### src/rtl/hack_pc_jump_unit.sv
// Hack CPU program-counter stage: ALU flag reduction, jump evaluation,
// next-PC selection and end-of-program (jump-to-self) halt detection.
module hack_pc_jump_unit #(
  parameter int WIDTH       = 16,
  parameter int HALT_DETECT = 1,
  parameter int HALT_REPEAT = 2
) (
  input  logic             clk,
  input  logic             reset,
  input  logic             en,
  input  logic             c_instr,
  input  logic [2:0]       jump,
  input  logic [WIDTH-1:0] alu_out,
  input  logic [WIDTH-1:0] a_reg,
  output logic [WIDTH-1:0] pc,
  output logic             zr,
  output logic             ng,
  output logic             jump_taken,
  output logic             halted
);

  localparam int HALF = WIDTH / 2;

  typedef enum logic {
    RUN    = 1'b0,
    HALTED = 1'b1
  } state_t;

  state_t           state, state_nxt;
  logic [WIDTH-1:0] pc_nxt;
  logic [3:0]       self_cnt, self_cnt_nxt;
  logic [3:0]       self_cnt_inc;
  logic             cond;
  logic             self_jmp;
  logic             or_lo, or_hi;

  // Flag reduction and jump decision for the current instruction.
  always_comb begin
    or_lo      = |alu_out[HALF-1:0];
    or_hi      = |alu_out[WIDTH-1:HALF];
    zr         = ~(or_lo | or_hi);
    ng         = alu_out[WIDTH-1];
    halted     = (HALT_DETECT != 0) && (state == HALTED);
    cond       = (jump[2] & ng) | (jump[1] & zr) | (jump[0] & ~zr & ~ng);
    jump_taken = c_instr & cond & ~halted;
    // Only the unconditional form counts; a conditional jump to self is not a halt loop.
    self_jmp   = jump_taken & (jump == 3'b111) & (a_reg == pc);
  end

  // Next-state, next-PC and self-jump counter.
  always_comb begin
    state_nxt    = state;
    pc_nxt       = pc;
    self_cnt_nxt = self_cnt;
    self_cnt_inc = self_cnt + 4'd1;
    if (en && (state == RUN)) begin
      pc_nxt = jump_taken ? a_reg : pc + WIDTH'(1);
      if (HALT_DETECT == 0) begin
        self_cnt_nxt = '0;
      end else if (self_jmp) begin
        self_cnt_nxt = self_cnt_inc;
        if (self_cnt_inc == 4'(HALT_REPEAT))
          state_nxt = HALTED;
      end else begin
        self_cnt_nxt = '0;
      end
    end
  end

  // State register with asynchronous reset.
  always_ff @(posedge clk or posedge reset) begin
    if (reset) begin
      state    <= RUN;
      pc       <= '0;
      self_cnt <= '0;
    end else begin
      state    <= state_nxt;
      pc       <= pc_nxt;
      self_cnt <= self_cnt_nxt;
    end
  end

endmodule

### config.mk
export PLATFORM = sky130hd
export DESIGN_NAME = hack_pc_jump_unit
export DESIGN_NICKNAME = d
export VERILOG_FILES = /design/src/rtl/hack_pc_jump_unit.sv
export SDC_FILE = /design/constraint.sdc
export NUM_CORES = 1
export LEC_CHECK = 0
export CELL_PAD_IN_SITES_DETAIL_PLACEMENT = 0
export CELL_PAD_IN_SITES_GLOBAL_PLACEMENT = 1
export CORE_ASPECT_RATIO = 0.7
export CORE_MARGIN = 2
export CORE_UTILIZATION = 39
export CTS_CLUSTER_DIAMETER = 120
export DETAILED_ROUTE_END_ITERATION = 6
export DONT_BUFFER_PORTS = 1
export PLACE_DENSITY_LB_ADDON = 0.1
export SLEW_MARGIN = 20
export SYNTH_ARGS = -nofsm -noshare
export SYNTH_HDL_FRONTEND = slang
export SYNTH_SLANG_ARGS = --single-unit
### constraint.sdc
create_clock -name clk -period 2.03 [get_ports clk]
set_clock_uncertainty 0.15 [all_clocks]
set_input_delay 0.203 -clock clk [delete_from_list [all_inputs] [get_ports clk]]
set_output_delay 0.203 -clock clk [all_outputs]
set_load 0.05 [all_outputs]
# ---- Yosys cells after proc, flatten, opt, wreduce, memory -nomap -nowiden
# Index checks and enable logic that the tools add are counted.
dict set report totals {
  register_bits 21
  latchBits 0
  ram_bits 0
  romBits 0
  in_bits 39
  out_inout_bits 20
  mem_count 0
}
dict set report classes {
  add_sub_neg 2
  n_mul 0
  div_mod_pow 0
  n_lt_le_gt_ge 0
  eq_ne 3
  shifts 0
  n_mux 2
  bitwise 14
  n_reduce_logical 4
}
# operator count
set op_table {}
lappend op_table {{$add A16 B1 Y16 const B} 1}
lappend op_table {{$eq A16 B16 Y1} 1}
lappend op_table {{$mux W16} 1}
lappend op_table {{$reduce_or A8 Y1} 2}
lappend op_table {{$and A1 B1 Y1} 8}
lappend op_table {{$add A4 B1 Y4 const B} 1}
lappend op_table {{$eq A4 B2 Y1 const B} 1}
lappend op_table {{$mux W4} 1}
lappend op_table {{$eq A3 B3 Y1 const B} 1}
lappend op_table {{$not A1 Y1} 3}
lappend op_table {{$or A1 B1 Y1} 3}
lappend op_table {{$reduce_and A3 Y1} 1}
lappend op_table {{$logic_and A1 B1 Y1} 1}

# ---- Longest topological paths before layout
# Gate-level depths: netlist of the first run.
dict set report logic_depth {
  word_depth 11
  mapped_depth 7
}

# ---- Worst setup path before layout of the first run
# OpenSTA, ideal clock, no wires.
dict set report synth_timing {
  path_type {reg2reg}
  startpoint {reg pc[0]}
  endpoint {reg pc[14]}
  setup_time_ns 0.080
  arrival_ns 2.062
  t_required_ns 1.800
  slack_ns -0.262
  stages_incl_launch_ff 7
  path_cell_list {dfrtp_1 > ha_1 > nand3_1 > nor4_1 > nand3_1 > a21oi_1 > a2bb2oi_1}
}
dict set report synth_between {
  elab_chain_cells 2
}
# element line_no
set synth_rtl {}
lappend synth_rtl {{start, declared} 15} ;# output logic [WIDTH-1:0] pc,
lappend synth_rtl {{start signal, assigned} 78} ;# pc <= pc_nxt;
lappend synth_rtl {{$add A16 B1 Y16} 57} ;# pc_nxt = jump_taken ? a_reg : pc + WIDTH'(1);
lappend synth_rtl {{$mux W16} 57}
# No other way between the ends.
# A chain may end at the register's enable or synchronous reset.

# ---- Worst setup path in the final report of the first run
dict set report layout_timing {
  startpoint {reg state, in the netlist halted}
  endpoint {out jump_taken}
}
dict set report layout_between {
  elab_chain_cells 2
}
# element line_no
set layout_rtl {}
lappend layout_rtl {{start, declared} 29} ;# state_t state, state_nxt;
lappend layout_rtl {{start signal, assigned} 77} ;# state <= state_nxt;
lappend layout_rtl {{$not A1 Y1} 45} ;# jump_taken = c_instr & cond & ~halted;
lappend layout_rtl {{$and A1 B1 Y1} 45}
lappend layout_rtl {{end, declared} 18} ;# output logic jump_taken,
# No other way between the ends.

==> results of run 1 <==
-- worst paths after layout --
kind	startpoint	endpoint	slack, ps	depth (start not counted)
worst max-delay path	halted	jump_taken	120	5
worst min-delay path	a_reg[3]	pc[3]	4	2
worst max register to register	pc[0]	pc[14]	180	6
worst min register to register	pc[0]	pc[0]	410	2
max in group asynchronous	reset	pc[7]	1200	3
min in group asynchronous	reset	halted	270	3
-- per-layer routing --
metal  up-vias  share of wire, %  track usage (%)
li1        714                 -                -
met1       706                45             29.5
met2        70                46             35.4
met3         2               8.6             6.91
met4         0              0.34             3.45
met5         -                 0                0
-- metrics by stage --
| stage | worst slack [ps] | power [mW] |
|---|---|---|
| detailed placement | 144 | 1.48 |
| floorplan | 39.2 | 1.22 |
| finish | 118 | 1.77 |
| global placement | 185 | 1.47 |
| global route | -38.3 | 1.86 |
| CTS | 119 | 1.77 |
-- power by group --
part / internal [mW] / switching (mW) / leakage (nW)
Clock: 0.140 / 0.148 / 0.0228
Sequential: 0.508 / 0.103 / 0.245
Combinational: 0.302 / 0.568 / 0.536
-- cell usage after synthesis (all sizes together) --
cell type | number | area, um^2
dfrtp | 21 | 526
nand2 | 17 | 63.8
xnor2 | 17 | 149
mux2i | 14 | 153
nand3 | 14 | 70.1
a21oi | 10 | 50.1
inv | 10 | 37.5
nor2 | 9 | 33.8
o21ai | 9 | 45.0
a2bb2oi | 7 | 61.3
nand4 | 7 | 43.8
nor4 | 6 | 43.8
clkbuf | 5 | 18.8
nor3 | 5 | 25.0
buf | 4 | 31.3
and3 | 3 | 18.8
ha | 3 | 37.5
nor2b | 3 | 18.8
a22oi | 2 | 15.0
a31oi | 2 | 12.5
nand2b | 2 | 12.5
o2111ai | 2 | 17.5
o22ai | 2 | 12.5
o2bb2ai | 2 | 17.5
a32oi | 1 | 8.76
and2 | 1 | 6.26
nor3b | 1 | 7.51
o21bai | 1 | 7.51
o32a | 1 | 10.0
or3 | 1 | 6.26
-- logic make-up (layout without fill, tap and decap cells) --
family,Yosys count,in the layout
AO/OA/AOI/OAI,39,39
AND/OR/NAND/NOR,69,69
adder cells (fa/ha/maj),3,3
flip-flops,21,21
XOR/XNOR,17,17
buffers and inverters,19,47
multiplexers,14,14
-- repair_timing --
action	in CTS	in global routing
hold endpoints to repair	26	0
resized for setup	0	1
hold buffers	6	0
endpoints found under the setup margin	0	2
-- state kept, by name, indices dropped and copies added (netlist names) --
register	cells
self_cnt	4
pc	16
halted	1
-- worst register-to-register path, cell delays in order, from the launching register on --
cell and delay (ps):
sky130_fd_sc_hd__dfrtp_2 410, sky130_fd_sc_hd__ha_1 200, sky130_fd_sc_hd__nand3_1 150, sky130_fd_sc_hd__nor4_2 420
sky130_fd_sc_hd__nand3_1 120, sky130_fd_sc_hd__a21oi_1 170, sky130_fd_sc_hd__a2bb2oi_1 160
-- area by class of cell --
class / instances / area [um^2]
fill: 392 / 1970
multi-input combinational: 142 / 956
sequential: 21 / 534
timing repair buffer: 33 / 263
tap: 52 / 65.1
clock buffer: 4 / 45.0
inverter: 10 / 37.5
==> impl_metrics.prom, run 1 <==
# TYPE chip_impl_metric gauge
chip_impl_metric{name="drt_iter0_drc",unit=""} 35
chip_impl_info{name="worst_hold_path_type",value="in2reg"} 1
chip_impl_metric{name="design_area",unit="mm^2"} 0.00190
chip_impl_metric{name="number_of_rows_in_the_core_area",unit=""} 19
chip_impl_metric{name="first_global_vias",unit=""} 1569
chip_impl_metric{name="synth-simple-area-share",unit="%"} 22.5
chip_impl_metric{name="clock.fmax",unit="MHz"} 523
chip_impl_metric{name="final-hold-violation-count",unit=""} 0
chip_impl_metric{name="synthesized_netlist_net_count",unit=""} 224
chip_impl_info{name="cp-start-kind",value="flop"} 1
chip_impl_metric{name="tritoncts.num_buffers",unit=""} 3
chip_impl_metric{name="slowest_delay",unit="ps"} 410
chip_impl_metric{name="antenna_cells",unit=""} 0
chip_impl_metric{name="cellPowerDensity",unit="mW/mm^2"} 931
chip_impl_metric{name="timing_worst_slew_pin_value",unit="ps"} 460
chip_impl_metric{name="clock_insertion_delay_worst_skew",unit="ps"} 260
chip_impl_metric{name="drt-pass1-iter-count",unit=""} 4
chip_impl_info{name="critPathSlowestCell",value="sky130_fd_sc_hd__dfrtp_1"} 1
chip_impl_metric{name="detail_route.wirelength",unit="mm"} 4.66
chip_impl_metric{name="grt_util_all_layers",unit="%"} 21.9
chip_impl_info{name="setup.worst_path.end_class",value="output pin"} 1
chip_impl_metric{name="route.detailed.drc",unit=""} 0
chip_impl_metric{name="finalWeightedCongestion",unit=""} 0.784
chip_impl_metric{name="cap_violations",unit=""} 0
chip_impl_metric{name="timing.max_slew.rel_slack",unit="%"} 69.1
chip_impl_metric{name="ys_seq_area_share",unit="%"} 33.7
chip_impl_metric{name="critical_path_required",unit="ps"} 1680
chip_impl_metric{name="wire_length_of_the_first_global_routing_pass",unit="mm"} 7.67
chip_impl_metric{name="die-height",unit="um"} 56.9
chip_impl_metric{name="drive_above_1_share",unit="%"} 20.0
chip_impl_metric{name="fraction_of_synthesized_cell_area_in_xor_and_xnor_cells",unit="%"} 9.54
chip_impl_metric{name="antenna_left",unit=""} 0
chip_impl_metric{name="yosys_reg_bits",unit=""} 21
chip_impl_metric{name="clockBufferDepth",unit=""} 2
chip_impl_metric{name="yosys-mux-area-fraction",unit="%"} 9.78
chip_impl_metric{name="place_area",unit="mm^2"} 0.00179
chip_impl_metric{name="fp.dieW",unit="um"} 79.6
chip_impl_metric{name="final_min_period_over_clock_period",unit="%"} 94.2
chip_impl_info{name="worstPathCellList",value="nand2b_1, nor2_1, mux2i_4, inv_2, buf_4"} 1
chip_impl_metric{name="clock_sink_count",unit=""} 21
chip_impl_metric{name="fin_tns_setup",unit="ps"} 0
chip_impl_metric{name="routedWlPerCell",unit="um"} 17.8
chip_impl_metric{name="pin_count_of_the_biggest_net_entering_global_routing",unit=""} 22
chip_impl_metric{name="depth_of_the_cts_h_tree",unit=""} 1
chip_impl_metric{name="timing.critical_path.arrival",unit="ps"} 1560
chip_impl_metric{name="final-max-slew-violation-count",unit=""} 0
chip_impl_info{name="path_delay_family",value="buffers and inverters"} 1
chip_impl_metric{name="core",unit="mm^2"} 0.00387
chip_impl_metric{name="initial_utilization",unit="%"} 40.3
chip_impl_metric{name="netlist-cell-type-count",unit=""} 36
chip_impl_metric{name="areaGrowthSynthToFinish",unit="%"} 21.8
chip_impl_info{name="clk_root_buffer_cell",value="sky130_fd_sc_hd__clkbuf_8"} 1
chip_impl_metric{name="top_level_ports",unit=""} 59
chip_impl_info{name="rsz0062_at_grt",value="true"} 1
chip_impl_metric{name="route.detailed.vias_per_inst",unit=""} 5.69
chip_impl_metric{name="syn_inst",unit=""} 182
chip_impl_metric{name="max-vdd-ir-drop",unit="V"} 0.000504
chip_impl_metric{name="post_synth_instance_area",unit="mm^2"} 0.00156
chip_impl_metric{name="overflow",unit=""} 0
chip_impl_metric{name="place_inst",unit=""} 252
chip_impl_info{name="mostFrequentLayoutCell",value="sky130_fd_sc_hd__buf_4"} 1
chip_impl_metric{name="crit_path_max_fanout",unit=""} 11
chip_impl_metric{name="worst-path-buf-inv",unit=""} 2
chip_impl_metric{name="yosys_warnings",unit=""} 0
chip_impl_metric{name="die_area",unit="mm^2"} 0.00453
chip_impl_metric{name="leakagePower",unit="nW"} 0.804
chip_impl_metric{name="hpwl",unit="mm"} 3.46
chip_impl_info{name="cts_tree",value="done"} 1
chip_impl_metric{name="finalCriticalPeriod",unit="ps"} 1910
chip_impl_metric{name="synthesis.area_per_instance",unit="um^2"} 8.57
chip_impl_info{name="outcome",value="complete, no violations"} 1
chip_impl_info{name="synth_top_family_by_area",value="simple AND/OR/NAND/NOR gates"} 1
chip_impl_metric{name="fin_hold_ws",unit="ps"} 4.14
chip_impl_metric{name="via_count",unit=""} 1492
chip_impl_metric{name="nets",unit=""} 253
chip_impl_info{name="layout.cells.most_common_list",value="27 x sky130_fd_sc_hd__buf_4, 17 x sky130_fd_sc_hd__nand2_1, 17 x sky130_fd_sc_hd__xnor2_1"} 1
chip_impl_metric{name="synth_compound_gate_area_share",unit="%"} 16.5
chip_impl_metric{name="setup_viol_count_final",unit=""} 0
chip_impl_info{name="worst-setup-path-type",value="reg2out"} 1
chip_impl_metric{name="antenna_violations_before_repair",unit=""} 0
chip_impl_metric{name="post_synth_fa_ha_maj_area_fraction",unit="%"} 2.41
chip_impl_metric{name="path_clk_slew",unit="ps"} 80
chip_impl_metric{name="postCtsSetupRepairBufs",unit=""} 0
chip_impl_metric{name="finish.cell_count_without_fillers",unit=""} 262
chip_impl_metric{name="utilization",unit="%"} 49.0
chip_impl_metric{name="numPortBuffers",unit=""} 0
(Power assumes the default switching activity.)
==> inputs of run 2 (changes only) <==
CAP_MARGIN = 20   (was not set)
GPL_ROUTABILITY_DRIVEN = 0   (was not set)
==> results of run 2 <==
Final layout, timing and power as in run 1 (identical DEF).
